### src/rtl/fht_adc_loader.sv
// ADC front end for fht_top: streams N signed samples into the four FHT input banks
// in bit-reversed bank order, then fires a start pulse and waits for the transform.
module fht_adc_loader #(
  parameter int unsigned D_BIT     = 16,
  parameter int unsigned A_BIT     = 8,
  parameter int unsigned N         = 1024,
  parameter int unsigned START_GAP = 2
) (
  input  logic               iCLK,
  input  logic               iRESET,
  input  logic [D_BIT-2:0]   iDATA,
  input  logic               iVALID,
  output logic               oREADY,
  output logic [D_BIT-2:0]   oDATA,
  output logic [A_BIT-1:0]   oADDR_WR,
  output logic               oWE_0,
  output logic               oWE_1,
  output logic               oWE_2,
  output logic               oWE_3,
  output logic               oSTART,
  input  logic               iRDY,
  output logic               oBUSY,
  output logic               oDROP,
  output logic [15:0]        oFRAMES
);

  localparam int unsigned K_W        = A_BIT + 2;
  localparam int unsigned G_W        = $clog2(START_GAP + 2);
  localparam int unsigned ACK_CYCLES = 16;
  localparam int unsigned C_W        = 4;

  typedef enum logic [2:0] {
    S_LOAD = 3'd0,
    S_GAP  = 3'd1,
    S_FIRE = 3'd2,
    S_ACK  = 3'd3,
    S_RUN  = 3'd4
  } state_e;

  state_e             state_q, state_d;
  logic [K_W-1:0]     k_q, k_d;
  logic [G_W-1:0]     gap_q, gap_d;
  logic [C_W-1:0]     ack_q, ack_d;
  logic               retry_q, retry_d;
  logic [3:0]         we_q, we_d;
  logic [D_BIT-2:0]   data_q, data_d;
  logic [A_BIT-1:0]   addr_q, addr_d;
  logic               ready_q, ready_d;
  logic               start_q, start_d;
  logic               busy_q, busy_d;
  logic               drop_q, drop_d;
  logic [15:0]        frames_q, frames_d;
  logic               accept;
  logic [1:0]         bank;

  // Bank index is the bit-reversed quarter of the frame: q = k[A+1:A], bank = {q[0],q[1]}.
  assign accept = iVALID & ready_q;
  assign bank   = {k_q[A_BIT], k_q[A_BIT+1]};

  // Next-state, sample capture and registered-output precompute.
  always_comb begin
    state_d  = state_q;
    k_d      = k_q;
    gap_d    = '0;
    ack_d    = '0;
    retry_d  = retry_q;
    we_d     = '0;
    data_d   = data_q;
    addr_d   = addr_q;
    frames_d = frames_q;
    drop_d   = drop_q | (iVALID & ~ready_q);

    if (accept) begin
      data_d   = iDATA;
      addr_d   = k_q[A_BIT-1:0];
      we_d[bank] = 1'b1;
    end

    case (state_q)
      S_LOAD: begin
        if (accept) begin
          if (k_q == K_W'(N - 1)) begin
            k_d     = '0;
            state_d = S_GAP;
          end else begin
            k_d = k_q + K_W'(1);
          end
        end
      end
      S_GAP: begin
        retry_d = 1'b0;
        if (gap_q == G_W'(START_GAP)) state_d = S_FIRE;
        else                          gap_d   = gap_q + G_W'(1);
      end
      S_FIRE: begin
        frames_d = frames_q + 16'd1;
        state_d  = S_ACK;
      end
      S_ACK: begin
        // One re-fire if the FHT never drops its ready; after that, proceed anyway.
        if (!iRDY) begin
          state_d = S_RUN;
        end else if (ack_q == C_W'(ACK_CYCLES - 1)) begin
          if (retry_q) begin
            state_d = S_RUN;
          end else begin
            state_d = S_FIRE;
            retry_d = 1'b1;
          end
        end else begin
          ack_d = ack_q + C_W'(1);
        end
      end
      S_RUN: begin
        if (iRDY) state_d = S_LOAD;
      end
      default: state_d = S_LOAD;
    endcase

    ready_d = (state_d == S_LOAD);
    start_d = (state_d == S_FIRE);
    busy_d  = (state_d == S_LOAD) ? (k_d != '0) : 1'b1;
  end

  always_ff @(posedge iCLK or posedge iRESET) begin
    if (iRESET) begin
      state_q  <= S_LOAD;
      k_q      <= '0;
      gap_q    <= '0;
      ack_q    <= '0;
      retry_q  <= 1'b0;
      we_q     <= '0;
      data_q   <= '0;
      addr_q   <= '0;
      ready_q  <= 1'b1;
      start_q  <= 1'b0;
      busy_q   <= 1'b0;
      drop_q   <= 1'b0;
      frames_q <= '0;
    end else begin
      state_q  <= state_d;
      k_q      <= k_d;
      gap_q    <= gap_d;
      ack_q    <= ack_d;
      retry_q  <= retry_d;
      we_q     <= we_d;
      data_q   <= data_d;
      addr_q   <= addr_d;
      ready_q  <= ready_d;
      start_q  <= start_d;
      busy_q   <= busy_d;
      drop_q   <= drop_d;
      frames_q <= frames_d;
    end
  end

  assign oREADY   = ready_q;
  assign oDATA    = data_q;
  assign oADDR_WR = addr_q;
  assign oWE_0    = we_q[0];
  assign oWE_1    = we_q[1];
  assign oWE_2    = we_q[2];
  assign oWE_3    = we_q[3];
  assign oSTART   = start_q;
  assign oBUSY    = busy_q;
  assign oDROP    = drop_q;
  assign oFRAMES  = frames_q;

endmodule

### config.mk
export PLATFORM = sky130hd
export DESIGN_NAME = fht_adc_loader
export DESIGN_NICKNAME = d
export VERILOG_FILES = /design/src/rtl/fht_adc_loader.sv
export SDC_FILE = /design/constraint.sdc
export NUM_CORES = 1
export LEC_CHECK = 0
export BUFFER_PORTS_ARGS = -buffer_cell sky130_fd_sc_hd__buf_4
export CAP_MARGIN = 30
export CORE_ASPECT_RATIO = 1.4
export CORE_MARGIN = 2
export CORE_UTILIZATION = 45
export DETAILED_ROUTE_END_ITERATION = 10
export PLACE_DENSITY_LB_ADDON = 0.25
export SETUP_SLACK_MARGIN = 0.5
export SYNTH_ARGS = -nofsm -noshare
export SYNTH_HDL_FRONTEND = slang
export SYNTH_SLANG_ARGS = --single-unit
### constraint.sdc
create_clock -name iCLK -period 2.2 [get_ports iCLK]
set_clock_uncertainty 0.05 [all_clocks]
set_input_delay 0.22 -clock iCLK [delete_from_list [all_inputs] [get_ports iCLK]]
set_output_delay 0.22 -clock iCLK [all_outputs]
set_load 0.05 [all_outputs]
==> results of run 1 <==
## repair_timing
item	in CTS	in global routing
gates resized for setup	7	18
endpoints found under the setup margin	9	11
pin swaps	5	11
buffers inserted	4	8
hold buffers	1	0
hold endpoints to repair	66	0
## metal layers
metal  vias to the layer above  wire (um)  part of all wire
li1                       1025          -                 -
met4                         0        256             0.040
met3                        20        421             0.066
met2                        89       3170              0.50
met5                         -          0                 0
met1                      1068       2500              0.39
## sequential cells by signal, summed over array words and instances, names as in the netlist, 2 cells and up
signal	flops
we_q	4
ack_q	4
gap_q	2
k_q	10
oFRAMES	16
state_q	3
oDATA	15
oADDR_WR	8
## layout make-up
cell class / count / area, um^2
multi-input combinational: 163 / 1320
timing repair buffer: 83 / 639
clock buffer: 11 / 131
inverter: 3 / 15.0
clock inverter: 5 / 77.6
fill: 474 / 2320
tap: 72 / 90.1
sequential: 67 / 1700
## critical path, stage by stage, from the launching register on
cell	delay (ps)
dfstp_4	630
nand4bb_4	110
buf_4	180
nor4b_4	290
a31oi_2	170
nor4b_2	310
nand3_1	110
## cell families after synthesis
group                    share of synthesized area
AND/OR/NAND/NOR                              0.183
flip-flops                                   0.567
multiplexers                                0.0986
XOR/XNOR                                    0.0711
AO/OA/AOI/OAI                               0.0482
buffers and inverters                       0.0186
adder cells (fa/ha/maj)                     0.0127
## synth_stat cells (all sizes together) (4+ instances only)
library cell	instances
xor2	10
xnor2	14
nand2b	7
nand2	15
mux2	25
nand4	9
and3	4
and2	4
nand3	11
clkbuf	6
nor2	16
dfrtp	66
nor2b	4
nor3	5
## per-stage QoR
stage                     setup slack, ps  utilization  power, W
after detailed placement              214        0.565   0.00406
final                                 235        0.631   0.00530
after global placement                293        0.565   0.00402
after global routing                  147        0.631   0.00555
after CTS                             204        0.608   0.00522
after floorplan                       268            -   0.00340
## power groups by stage
stage / Combinational, W / Clock [W] / Sequential (W)
final: 0.00235 / 0.00110 / 0.00184
after global routing: 0.00249 / 0.00117 / 0.00189
after CTS: 0.00227 / 0.00112 / 0.00183
after detailed placement: 0.00220 / 0 / 0.00185
after global placement: 0.00219 / 0 / 0.00183
after floorplan: 0.000761 / 0 / 0.00264
## final timing paths
path                               to  slack (ps)  depth (start not counted)
max                             oBUSY         240                          6
min in group asynchronous  oFRAMES[5]         450                          4
min reg2reg                  gap_q[0]         400                          1
min                         oDATA[13]          40                          2
max reg2reg                     oBUSY         240                          6
max in group asynchronous      oREADY        1300                          4
## cell usage in the layout, fill, tap and decap left out, types with 2 or more instances in the layout
master	netlist	routed
nor2_1	16	13
mux2_2	25	25
clkbuf_8	0	9
dfrtp_2	0	13
and2_1	4	4
xnor2_1	14	14
a21o_1	2	2
nor2_2	0	2
a211oi_1	3	3
nor3b_1	2	2
nor3_4	0	2
nand4_1	9	9
clkbuf_1	6	2
nand3_1	11	11
clkinvlp_4	0	2
bufinv_16	0	2
inv_1	3	2
a21oi_1	3	3
xor2_1	10	9
nor3_1	5	2
and3_1	4	3
dfrtp_1	66	53
nand2b_1	7	6
nor2b_1	4	4
clkinv_2	0	2
a41oi_1	2	2
nand2_1	15	15
and4_1	2	2
ha_1	3	2
buf_4	0	79
==> impl_results.md, run 1 <==
- Clk buf depth: 2
- Slew HR: 0.703
- Share of layout cells above drive strength 1: 0.464
- Routed wire length per instance: roughly 16 um
- Area Growth Syn to Fin: 34.4%
- GRT Resource Usage Total: 0.181
- CP Capture Type: flip-flop
- # rows: 34
- Final nets: ~350
- Seq/Total Area, Yosys: 0.567
- Setup TNS Final: 0 ps
- Vias: approximately 2200
- Core ar.: approximately 6300 um^2
- Class of the worst hold path: in -> reg
- Asr flop ratio synth: 1.00
- Die height: approximately 100 um
- Unique masters post-synth: 46
- Synthesized cell area: 2960 um^2
- Met3 usage: 0.0462
- GR Overflow Total: 0
- Post-layout minimum cycle time: 1960 ps
- CTS Buf Count: 9
- DRT Pass-1 Iters: 4
- Met1 global-route usage: 0.212
- Top cells by area, synth: dfrtp_1, mux2_2, xnor2_1
- Startpoint Class: flip-flop
- Critical Path Fanout Max: 4
- Post-synth EDFFs: 0
- Placed cells: about 380
- Worst-Margin Slew: between 400 and 500 ps
- Flop pwr share: 0.347
- Setup CP Type: reg -> reg
- Clock power share: 0.208
- Placed Area: 3560 um^2
- Sw power: 0.00221 W
- Detail Route Antenna Nets: 0
- DRC errors left: 0
- Peak supply drop: roughly 0.58 mV
- Combinational share of power: 0.445
- Yosys warning count: 0
- Routed vias/inst: around 5.5
- Final hold viol count: 0
- Final Setup Violations: 0
- Dpl hpwl: approximately 4 mm
- Initial Util: 0.470
- Status: completed
- Number of I/O pins: between 60 and 70
- Layout Cell Area excl Fill: roughly 4000 um^2
- Top-area cell type share of the netlist area: 0.559
- Hold_ws: approximately 40 ps
- Synth Flop Type: dfrtp_1
- Sw frac: 0.417
- Hold_sp: iDATA[13]
- Port bufs: 65
- Data required time of the worst path: 2370 ps
- Fin crit share: 0.893
- Gate Count Post-Synth: ~240
- Die area: 7240 um^2
- CP arrival: about 2100 ps
- Avg Cell Area, Syn: around 12 um^2
- Global route hottest layer: met2
- Antenna violations before repair: 0
- Chip Width: just over 70 um
- Lkg Pwr: about 1.8 nW
- Htree depth: 3
- Largest net degree at the start of global routing: 68
- Clock Latency Late Sink: around 350 ps
- Max Slew Vio Count: 0
- RSZ-0062 raised after global routing: true
- Total wire length: 6.34 mm
- Clock sink count: 67
- Post-Layout Cell Count: 404
- Max Freq: 509 MHz
- Number of global-route vias before repair: about 2100
- Max-Cap Viols: 0
- Routability cong.: about 0.85
- Met2 usage: 0.287
- First-pass GRT wire length: between 9 and 10 mm
- Power per standard cell area: between 1000 and 1500 nW/um^2
- Syn_nets: around 260
- DR iter-0 viols: roughly 160
- Worst-path clk slew: about 80 ps
- CTS tree: yes
- Synthesis-stage register bit count: 67
- Ant diodes: 0
- Clk Tree Root Cell: clkbuf_8
- Synth area leader: dfrtp_1
- R2R Path Start: oREADY
- Worst Setup SP: oREADY
- P_int: roughly 0.0031 W
(Power assumes the default switching activity.)
==> run 2, diff against run 1 <==
==> constraint.sdc (replaced) <==
create_clock -name iCLK -period 2.2 [get_ports iCLK]
set_clock_uncertainty 0.05 [all_clocks]
set_input_delay 0.11 -clock iCLK [delete_from_list [all_inputs] [get_ports iCLK]]
set_output_delay 0.11 -clock iCLK [all_outputs]
set_load 0.05 [all_outputs]
==> run 2 against run 1 <==
Critical endpoint unchanged; setup slack better by 120 ps; sequential share of layout area down 1.0 points; power up 0.24%; maximum frequency up 6.3%; first-iteration DRC count down 34%; sequential power about the same; register-to-register slack better by 120 ps; critical path type unchanged; critical path depth down 1; sequential cell count unchanged; routed wire length down 0.95%; largest cell class unchanged; die area unchanged.
==> impl_results.md, run 2 (synthesized netlist as in run 1, its figures left out) <==
- Status: completed
- Sw frac: 0.415
- Peak supply drop: roughly 0.83 mV
- CP arrival: between 2000 and 2500 ps
- Post-layout minimum cycle time: around 1800 ps
- Clock sink count: 67
- Chip Width: 72.5 um
- Port bufs: 65
- CTS Buf Count: 9
- P_int: ~0.0031 W
- Class of the worst hold path: in -> reg
- Area Growth Syn to Fin: 37.9%
- Worst-path clk slew: around 80 ps
- DRT Pass-1 Iters: 4
- Routability cong.: between 0.8 and 0.9
- Power per standard cell area: approximately 1300 nW/um^2
- Detail Route Antenna Nets: 0
- Routed vias/inst: ~5.3
- Fill cells: 467
- Antenna violations before repair: 0
- RSZ-0062 raised after global routing: true
- Slew HR: 0.597
- Critical Path Fanout Max: 8
- Share of layout cells above drive strength 1: 0.451
- Commonest non-fill, non-tap cell in the layout: buf_4
- Largest net degree at the start of global routing: 30
- Max reg flops: 16
- Setup CP Type: reg -> reg
- Max Slew Vio Count: 0
- Die area: 7240 um^2
- Worst-Margin Slew: 603 ps
- Clk Tree Root Cell: clkbuf_8
- Final hold viol count: 0
- Number of global-route vias before repair: about 2300
- Lkg Pwr: 1.86 nW
- DRC errors left: 0
- Combinational share of power: 0.441
- Flop pwr share: 0.345
- Setup TNS Final: 0 ps
- Htree depth: 3
- DR iter-0 viols: between 100 and 150
- GRT Resource Usage Total: 0.180
- Most frequent cells in the layout: buf_4, dfrtp_1, mux2_2
- Sw power: 0.00220 W
- Initial Util: 0.470
- Data required time of the worst path: approximately 2400 ps
- Dpl hpwl: roughly 4.2 mm
- Final Setup Violations: 0
- Final nets: about 360
- Clock power share: 0.214
- Total wire length: 6.28 mm
- Final setup margin: ~350 ps
- Core ar.: approximately 6300 um^2
- Dpl ws: roughly 250 ps
- Startpoint Class: flip-flop
- GR Overflow Total: 0
- Die height: 99.9 um
- # rows: 34
- Routed wire length per instance: 15.1 um
- Clk buf depth: 2
- CTS tree: yes
- Clock Latency Late Sink: 350 ps
- First-pass GRT wire length: ~10 mm
- Fin crit share: 0.840
- CP Capture Type: flip-flop
- Max-Cap Viols: 0
- Ant diodes: 0
- Number of I/O pins: 66
- Max Freq: between 500 and 600 MHz
- Vias: between 2000 and 2500
-- run 2: changes by cell type in the layout (fill, tap and decap cells not counted), moves of 2 or more --
cell,previous run,this run
clkbuf_1,2,0
inv_6,0,2
dfrtp_1,53,50
nor3_4,2,0
dfrtp_2,13,16
dlygate4sd3_1,1,17
nor2_2,2,4
-- run 2: area by class of cell --
| class | instances | area (um^2) | share of cell area |
|---|---|---|---|
| sequential | 67 | 1700 | 0.417 |
| timing repair buffer | 95 | 756 | 0.185 |
| clock buffer | 9 | 124 | 0.0304 |
| clock inverter | 7 | 98.8 | 0.0242 |
| multi-input combinational | 163 | 1290 | 0.317 |
| tap | 72 | 90.1 | 0.0221 |
| inverter | 3 | 15.0 | 0.00368 |
-- run 2: what timing repair did --
action / 4_1_cts / 5_1_grt
hold buffers: 17 / 0
endpoints found under the setup margin: 8 / 8
endpoints found under the hold margin: 43 / 0
setup buffers: 5 / 3
pin swaps: 3 / 7
gates resized for setup: 10 / 14
-- run 2: routing by layer --
| layer | track usage | share of wire | vias up |
|---|---|---|---|
| met5 | 0 | 0 | - |
| met1 | 0.194 | 0.40 | 1086 |
| met2 | 0.303 | 0.50 | 67 |
| met3 | 0.0562 | 0.057 | 16 |
| met4 | 0.108 | 0.038 | 0 |
| li1 | - | - | 1054 |
-- run 2: worst paths after layout --
| check | from | to | slack, ps | depth (start not counted) |
|---|---|---|---|---|
| max in group asynchronous | iRESET | k_q[4] | 1040 | 4 |
| min reg2reg | gap_q[1] | gap_q[0] | 400 | 1 |
| min | iRDY | state_q[2] | 30 | 4 |
| max reg2reg | k_q[3] | oBUSY | 350 | 5 |
| min in group asynchronous | iRESET | oFRAMES[4] | 340 | 3 |
| max | k_q[3] | oBUSY | 350 | 5 |
-- run 2: power groups by stage --
| stage | clock [W] | combinational [W] | sequential (W) |
|---|---|---|---|
| after detailed placement | 0 | 0.00218 | 0.00186 |
| final | 0.00114 | 0.00234 | 0.00183 |
| after CTS | 0.00117 | 0.00231 | 0.00183 |
| after floorplan | 0 | 0.000762 | 0.00264 |
| after global routing | 0.00121 | 0.00248 | 0.00188 |
| after global placement | 0 | 0.00215 | 0.00185 |
-- run 2: metrics by stage --
stage          power (W)  std cells  cell area [um^2]  utilization  hold slack (ps)
2_1_floorplan    0.00340        242              2970            -              177
3_3_place_gp     0.00401        375              3550        0.563              167
3_5_place_dp     0.00404        375              3550        0.563              169
4_1_cts          0.00531        413              4010        0.636             18.7
5_1_grt          0.00556        416              4080        0.648             45.5
6_report         0.00531        416              4080        0.648             31.5
-- run 2: worst max-delay path: stages, from the launching register on --
cell and delay (ps):
dfrtp_2 430, nand4_1 240, o41a_1 440, a31o_1 220
nor4b_2 230, nand3_1 100
